**src/rtl/shift_cmd_seq_pkg.sv**
```systemverilog
// Shared constants for the shift command sequencer: shifter op codes, FSM states, widths.
package shift_cmd_seq_pkg;

  localparam int unsigned SEQ_DW       = 8;
  localparam int unsigned SEQ_AMT_W    = 3;
  localparam int unsigned SEQ_MAX_STEP = 3;
  localparam int unsigned SHAMT_W      = 2;
  localparam int unsigned OP_W         = 3;

  typedef enum logic [OP_W-1:0] {
    OP_NOP  = 3'b000,
    OP_LOAD = 3'b001,
    OP_LSL  = 3'b010,
    OP_LSR  = 3'b011,
    OP_ASR  = 3'b100
  } op_e;

  typedef enum logic [1:0] {
    IDLE  = 2'd0,
    LOAD  = 2'd1,
    SHIFT = 2'd2,
    RESP  = 2'd3
  } state_e;

  // Only the three shift ops are valid requests; anything else passes data through.
  function automatic logic op_legal(input logic [OP_W-1:0] op);
    return (op == OP_LSL) || (op == OP_LSR) || (op == OP_ASR);
  endfunction

endpackage

```
**src/rtl/shift_cmd_seq_if.sv**
```systemverilog
// Request, shifter-command and response signals of the shift sequencer.
// Optional SHIFT_CMD_SEQ_ERR_EN adds rsp_err.
interface shift_cmd_seq_if
  import shift_cmd_seq_pkg::*;
#(
  parameter int unsigned DW    = SEQ_DW,
  parameter int unsigned AMT_W = SEQ_AMT_W
) ();

  logic                req_valid;
  logic                req_ready;
  logic [OP_W-1:0]     req_op;
  logic [AMT_W-1:0]    req_amt;
  logic [DW-1:0]       req_data;
  logic [OP_W-1:0]     sh_op;
  logic [SHAMT_W-1:0]  sh_shamt;
  logic [DW-1:0]       sh_d_in;
  logic [DW-1:0]       sh_d_out;
  logic                rsp_valid;
  logic                rsp_ready;
  logic [DW-1:0]       rsp_data;
`ifdef SHIFT_CMD_SEQ_ERR_EN
  logic                rsp_err;
`endif

  // Sequencer side: initiates shifter commands and produces responses.
  modport master (
    input  req_valid, req_op, req_amt, req_data, sh_d_out, rsp_ready,
    output req_ready, sh_op, sh_shamt, sh_d_in, rsp_valid, rsp_data
`ifdef SHIFT_CMD_SEQ_ERR_EN
    , output rsp_err
`endif
  );

  modport slave (
    output req_valid, req_op, req_amt, req_data, sh_d_out, rsp_ready,
    input  req_ready, sh_op, sh_shamt, sh_d_in, rsp_valid, rsp_data
`ifdef SHIFT_CMD_SEQ_ERR_EN
    , input rsp_err
`endif
  );

endinterface

```
**src/rtl/shift_step_sel.sv**
```systemverilog
// Picks the next shift step: min(remaining, MAX_STEP), and flags the final step.
module shift_step_sel #(
  parameter int unsigned AMT_W    = 3,
  parameter int unsigned MAX_STEP = 3,
  parameter int unsigned STEP_W   = 2
) (
  input  logic [AMT_W-1:0]  remaining,
  output logic [STEP_W-1:0] step,
  output logic              last
);

  localparam logic [AMT_W-1:0] MAX_STEP_A = AMT_W'(MAX_STEP);

  always_comb begin
    last = (remaining <= MAX_STEP_A);
    step = last ? STEP_W'(remaining) : STEP_W'(MAX_STEP);
  end

endmodule

```
**src/rtl/shift_cmd_seq.sv**
```systemverilog
// Sequencer that turns one shift request into LOAD plus 1..MAX_STEP-bit shifter steps.
// Optional SHIFT_CMD_SEQ_ERR_EN adds rsp_err for illegal request ops.
module shift_cmd_seq
  import shift_cmd_seq_pkg::*;
#(
  parameter int unsigned DW       = SEQ_DW,
  parameter int unsigned AMT_W    = SEQ_AMT_W,
  parameter int unsigned MAX_STEP = SEQ_MAX_STEP
) (
  input logic              clk,
  input logic              reset,
  shift_cmd_seq_if.master  bus
);

  state_e              state, state_d;
  logic [OP_W-1:0]     op_q;
  logic [AMT_W-1:0]    amt_q;
  logic [DW-1:0]       data_q;
  logic                illegal_q;
  logic [AMT_W-1:0]    rem_q, rem_d;
  logic                accept;

  logic                req_ready_q, req_ready_d;
  logic [OP_W-1:0]     sh_op_q, sh_op_d;
  logic [SHAMT_W-1:0]  sh_shamt_q, sh_shamt_d;
  logic [DW-1:0]       sh_d_in_q;
  logic                rsp_valid_q, rsp_valid_d;

  logic [SHAMT_W-1:0]  step;
  logic                last;

  shift_step_sel #(
    .AMT_W    (AMT_W),
    .MAX_STEP (MAX_STEP),
    .STEP_W   (SHAMT_W)
  ) u_step_sel (
    .remaining (rem_q),
    .step      (step),
    .last      (last)
  );

  // Next state and next values of the registered outputs.
  always_comb begin
    state_d     = state;
    rem_d       = rem_q;
    accept      = 1'b0;
    sh_op_d     = OP_NOP;
    sh_shamt_d  = '0;
    rsp_valid_d = 1'b0;
    unique case (state)
      IDLE: begin
        if (bus.req_valid && req_ready_q) begin
          accept  = 1'b1;
          state_d = LOAD;
        end
      end
      LOAD: begin
        sh_op_d = OP_LOAD;
        rem_d   = amt_q;
        state_d = ((amt_q == '0) || illegal_q) ? RESP : SHIFT;
      end
      SHIFT: begin
        sh_op_d    = op_q;
        sh_shamt_d = step;
        rem_d      = rem_q - AMT_W'(step);
        if (last) state_d = RESP;
      end
      RESP: begin
        // rsp_valid lags entry by a cycle so the last shifter step has landed.
        if (rsp_valid_q && bus.rsp_ready) begin
          state_d = IDLE;
        end else begin
          rsp_valid_d = 1'b1;
        end
      end
      default: state_d = IDLE;
    endcase
    req_ready_d = (state_d == IDLE);
  end

  always_ff @(posedge clk) begin
    if (reset) begin
      state       <= IDLE;
      op_q        <= '0;
      amt_q       <= '0;
      data_q      <= '0;
      illegal_q   <= 1'b0;
      rem_q       <= '0;
      req_ready_q <= 1'b1;
      sh_op_q     <= OP_NOP;
      sh_shamt_q  <= '0;
      sh_d_in_q   <= '0;
      rsp_valid_q <= 1'b0;
    end else begin
      state       <= state_d;
      rem_q       <= rem_d;
      req_ready_q <= req_ready_d;
      sh_op_q     <= sh_op_d;
      sh_shamt_q  <= sh_shamt_d;
      rsp_valid_q <= rsp_valid_d;
      if (accept) begin
        op_q      <= bus.req_op;
        amt_q     <= bus.req_amt;
        data_q    <= bus.req_data;
        illegal_q <= !op_legal(bus.req_op);
      end
      if (state == LOAD) sh_d_in_q <= data_q;
    end
  end

`ifdef SHIFT_CMD_SEQ_ERR_EN
  logic rsp_err_q;

  always_ff @(posedge clk) begin
    if (reset) rsp_err_q <= 1'b0;
    else       rsp_err_q <= rsp_valid_d && illegal_q;
  end

  assign bus.rsp_err = rsp_err_q;
`endif

  assign bus.req_ready = req_ready_q;
  assign bus.sh_op     = sh_op_q;
  assign bus.sh_shamt  = sh_shamt_q;
  assign bus.sh_d_in   = sh_d_in_q;
  assign bus.rsp_valid = rsp_valid_q;
  // The shifter holds its value during RESP, so the result is taken straight from it.
  assign bus.rsp_data  = rsp_valid_q ? bus.sh_d_out : '0;

endmodule

```
**src/flat_wrapper.sv**
```systemverilog
// flat-port wrapper written by rule: the top's interface ports become plain ports
module shift_cmd_seq_flat import shift_cmd_seq_pkg::*;
#(
  parameter int unsigned DW       = SEQ_DW,
  parameter int unsigned AMT_W    = SEQ_AMT_W,
  parameter int unsigned MAX_STEP = SEQ_MAX_STEP
)
  (clk, reset, bus_req_valid, bus_req_op, bus_req_amt, bus_req_data, bus_sh_d_out, bus_rsp_ready, bus_req_ready, bus_sh_op, bus_sh_shamt, bus_sh_d_in, bus_rsp_valid, bus_rsp_data);
  shift_cmd_seq_if #(.DW(DW), .AMT_W(AMT_W)) bus_i ();
  input logic clk;
  input logic reset;
  input wire logic [$bits(bus_i.req_valid)-1:0] bus_req_valid;
  input wire logic [$bits(bus_i.req_op)-1:0] bus_req_op;
  input wire logic [$bits(bus_i.req_amt)-1:0] bus_req_amt;
  input wire logic [$bits(bus_i.req_data)-1:0] bus_req_data;
  input wire logic [$bits(bus_i.sh_d_out)-1:0] bus_sh_d_out;
  input wire logic [$bits(bus_i.rsp_ready)-1:0] bus_rsp_ready;
  output wire logic [$bits(bus_i.req_ready)-1:0] bus_req_ready;
  output wire logic [$bits(bus_i.sh_op)-1:0] bus_sh_op;
  output wire logic [$bits(bus_i.sh_shamt)-1:0] bus_sh_shamt;
  output wire logic [$bits(bus_i.sh_d_in)-1:0] bus_sh_d_in;
  output wire logic [$bits(bus_i.rsp_valid)-1:0] bus_rsp_valid;
  output wire logic [$bits(bus_i.rsp_data)-1:0] bus_rsp_data;
  assign bus_i.req_valid = bus_req_valid;
  assign bus_i.req_op = bus_req_op;
  assign bus_i.req_amt = bus_req_amt;
  assign bus_i.req_data = bus_req_data;
  assign bus_i.sh_d_out = bus_sh_d_out;
  assign bus_i.rsp_ready = bus_rsp_ready;
  assign bus_req_ready = bus_i.req_ready;
  assign bus_sh_op = bus_i.sh_op;
  assign bus_sh_shamt = bus_i.sh_shamt;
  assign bus_sh_d_in = bus_i.sh_d_in;
  assign bus_rsp_valid = bus_i.rsp_valid;
  assign bus_rsp_data = bus_i.rsp_data;
  shift_cmd_seq #(.DW(DW), .AMT_W(AMT_W), .MAX_STEP(MAX_STEP)) u_core (.clk(clk), .reset(reset), .bus(bus_i));
endmodule
```
**config.mk**
```make
export PLATFORM = sky130hd
export DESIGN_NAME = shift_cmd_seq_flat
export DESIGN_NICKNAME = d
export VERILOG_FILES = /design/src/rtl/shift_cmd_seq_pkg.sv /design/src/rtl/shift_cmd_seq_if.sv /design/src/rtl/shift_step_sel.sv /design/src/rtl/shift_cmd_seq.sv /design/src/flat_wrapper.sv
export SDC_FILE = /design/constraint.sdc
export NUM_CORES = 1
export LEC_CHECK = 0
export CAP_MARGIN = 10
export CORE_MARGIN = 10
export CORE_UTILIZATION = 33
export DETAILED_ROUTE_END_ITERATION = 8
export GPL_TIMING_DRIVEN = 0
export HOLD_SLACK_MARGIN = 0.12
export PLACE_DENSITY_LB_ADDON = 0.05
export REMOVE_ABC_BUFFERS = 1
export SLEW_MARGIN = 20
export SYNTH_ARGS = -nofsm -noshare
export SYNTH_HDL_FRONTEND = slang
export SYNTH_SLANG_ARGS = --single-unit
```
**constraint.sdc**
```tcl
create_clock -name clk -period 2.3 [get_ports clk]
set_input_delay 0.345 -clock clk [delete_from_list [all_inputs] [get_ports clk]]
set_output_delay 0.345 -clock clk [all_outputs]
set_load 0.02 [all_outputs]
```
==> impl_metrics.ini <==
[clock_tree]
cts-root-to-sink-buffers = 2
tritoncts.num_buffers = 5
ctsRootBufferMaster = sky130_fd_sc_hd__clkbuf_8
worst_setup_hold_path_clk_slew_ns = 0.07
tritoncts_clock_tree = built
htree_levels = 2
hold_buffers = 0
post_cts_repair_timing_setup_buffer_count = 0
tritoncts_num_sinks = 35
worstSkewPairLatency_ns = 0.29
post_cts.resized_instances = 0

[layout]
num_antenna_cells = 0
final.fill_count = 433
syn_to_final_growth_pct = 39.9
post_route_cells_drive_above_1_share_pct = 8.53
layout.nets = 242
design_area_mm2 = 0.00203

[critical_path]
worstPathRequired_ns = 1.96
worst-setup-path-type = primary input to output pin
worstSetupStartpointType = primary input
end_kind = output pin
crit_fanout = 1
worst-endpoint-arrival_ns = 1.53

[synthesis]
synth_top_family_by_area = simple AND/OR/NAND/NOR gates
synth-adder-area-share_pct = 5.16
number_of_flops_mapped_to_enable_cells_by_yosys = 0
synth_async_sr_flop_share_pct = 0
synth_seq_cells = 35
synthesis.yosys.warnings = 0
netlist-cell-type-count = 31
synthesized_instance_count = 164
most_common_flop_cell_mapped_by_yosys = sky130_fd_sc_hd__dfxtp_1
netlist_area_mm2 = 0.00145
synth-xor-area-share_pct = 0
simple_gate_fraction_of_synth_area_pct = 23.5
synth_sequential_area_ratio_pct = 48.2
synth.avg_cell_area_um2 = 8.87
synthMuxAreaShare_pct = 7.66
synth-compound-area-share_pct = 11.9

[detailed_routing]
drcViolationCount = 0
first_iter_violations = 73
detailroute.via_count = 1246
final_antenna_net_count = 0
first_pass_iters = 4
wl_per_cell_um = 13.5
route.detailed.vias_per_inst = 4.74
detail_route.wirelength_mm = 3.56

[global_routing]
grt_start_max_net_pins = 33
global_route.usage.total_pct = 9.84
grt_overflow_total = 0
antenna_found_initial = 0
grt_first_pass_wirelength_mm = 5.86
first_global_vias = 1285

[power_and_ir_drop]
vdd_drop_max_mv = 0.418
leakagePower_uw = 0.000763
powerDensity_mw_per_mm2 = 902

[floorplanning]
io_pins = 49
design.die.area_mm2 = 0.00746
placement_rows = 24
initial_util_pct = 33.6
core_region_area_mm2 = 0.00432
die_height_um = 86.4
die_w_um = 86.4

[placed_design]
dpl_worst_slack_ns = 0.138
place_hpwl_mm = 2.57
portBuffers = 48
place_congestion = 0.718
total_placed_instance_area_mm2 = 0.00195

[timing]
timing.setup.tns_ns = 0
skew_final_ns = 0.00782
tightest_slew_ns = 0.667
slew_violations = 0
max_freq_mhz = 534
rsz_0062_raised_after_global_routing = false
final_period_minus_worst_setup_slack_ns = 1.87
setup_viol_count_final = 0
slack_of_the_critical_path_ns = 0.426
hold-worst-slack_ns = 0.454
finalHoldViolCount = 0
layout_worst_path_cycle_share_pct = 81.5
slew-limit-headroom_pct = 55.4

[run]
timing.max_cap.violations = 0

[hold_path]
timing.hold.worst.class = flip-flop to flip-flop

[status]
status = complete, no violations
==> layout make-up <==
cell class,instances,area [um2],share of cell area [%]
inverter,2,7.51,0.369
tap,52,65.1,3.20
multi-input combinational,118,701,34.4
clock buffer,6,72.6,3.57
timing repair buffer,48,475,23.4
sequential,35,701,34.4
clock inverter,2,12.5,0.615
==> metal layers <==
layer | routed length (um) | up-vias | GRT usage [%]
li1 | - | 633 | -
met1 | 1550 | 566 | 10.3
met2 | 1590 | 42 | 15.8
met3 | 372 | 5 | 5.25
met4 | 46 | 0 | 4.86
met5 | 0 | - | 0
==> kinds of logic after synthesis <==
| logic type | count (synthesis) |
|---|---|
| mux | 11 |
| flops | 35 |
| fa+ha+maj | 6 |
| buf+inv | 11 |
| simple gates | 74 |
| compound gates | 27 |
==> metrics by stage <==
step           utilization (%)  cells  power [uW]
2_1_floorplan                -    155        1190
3_3_place_gp              45.2    255        1400
3_5_place_dp              45.2    255        1420
4_1_cts                   47.2    263        1860
5_1_grt                   47.0    263        1960
6_report                  47.0    263        1830
==> state kept, by name, summed over array words and instances, names as in the netlist, 2 cells and up <==
register / flops
u_core.state: 2
u_core.bus.sh_op: 3
u_core.data_q: 8
u_core.op_q: 3
u_core.rem_q: 3
u_core.bus.sh_d_in: 8
u_core.amt_q: 3
u_core.bus.sh_shamt: 2
==> placed cells by master (no fill, tap or decap), types with 2 or more instances in the layout <==
master	count
sky130_fd_sc_hd__nand2_1	33
sky130_fd_sc_hd__ha_1	6
sky130_fd_sc_hd__nand2b_1	5
sky130_fd_sc_hd__and3_1	3
sky130_fd_sc_hd__and2_2	4
sky130_fd_sc_hd__nand3_1	2
sky130_fd_sc_hd__and2_1	4
sky130_fd_sc_hd__clkbuf_8	5
sky130_fd_sc_hd__inv_1	2
sky130_fd_sc_hd__mux2i_1	10
sky130_fd_sc_hd__dfxtp_1	35
sky130_fd_sc_hd__clkdlybuf4s50_1	47
sky130_fd_sc_hd__a21oi_1	17
sky130_fd_sc_hd__nor2_1	17
sky130_fd_sc_hd__nor2b_1	2
==> worst max-delay path, stage by stage <==
cell                              delay [ns]
sky130_fd_sc_hd__clkdlybuf4s50_1        0.45
sky130_fd_sc_hd__and2_2                 0.13
sky130_fd_sc_hd__clkdlybuf4s50_1        0.61
==> synthesized netlist by cell type (all sizes together), types with 2 or more instances <==
master	count	share of area (%)
a21oi	18	6.5
and2	8	3.8
and3	3	1.3
buf	7	2.6
clkbuf	2	0.52
dfxtp	35	48
ha	6	5.2
inv	2	0.52
mux2i	10	6.9
nand2	33	8.5
nand2b	5	2.2
nand3	2	0.69
nor2	18	4.8
nor2b	2	0.86
==> path summary, 6_finish.rpt <==
| check | from | end | slack, ns | depth (start not counted) |
|---|---|---|---|---|
| max | bus_sh_d_out[2] | bus_rsp_data[2] | 0.43 | 3 |
| min | u_core.illegal_q | u_core.illegal_q | 0.45 | 2 |
| max reg2reg | u_core.state[0] | u_core.rem_q[2] | 0.62 | 5 |
| min reg2reg | u_core.illegal_q | u_core.illegal_q | 0.45 | 2 |
==> where the power goes <==
part | switching [uW] | internal [uW]
registers | 71.2 | 709
clock network | 225 | 212
logic | 343 | 275
Power figures use the tool's default switching activity.
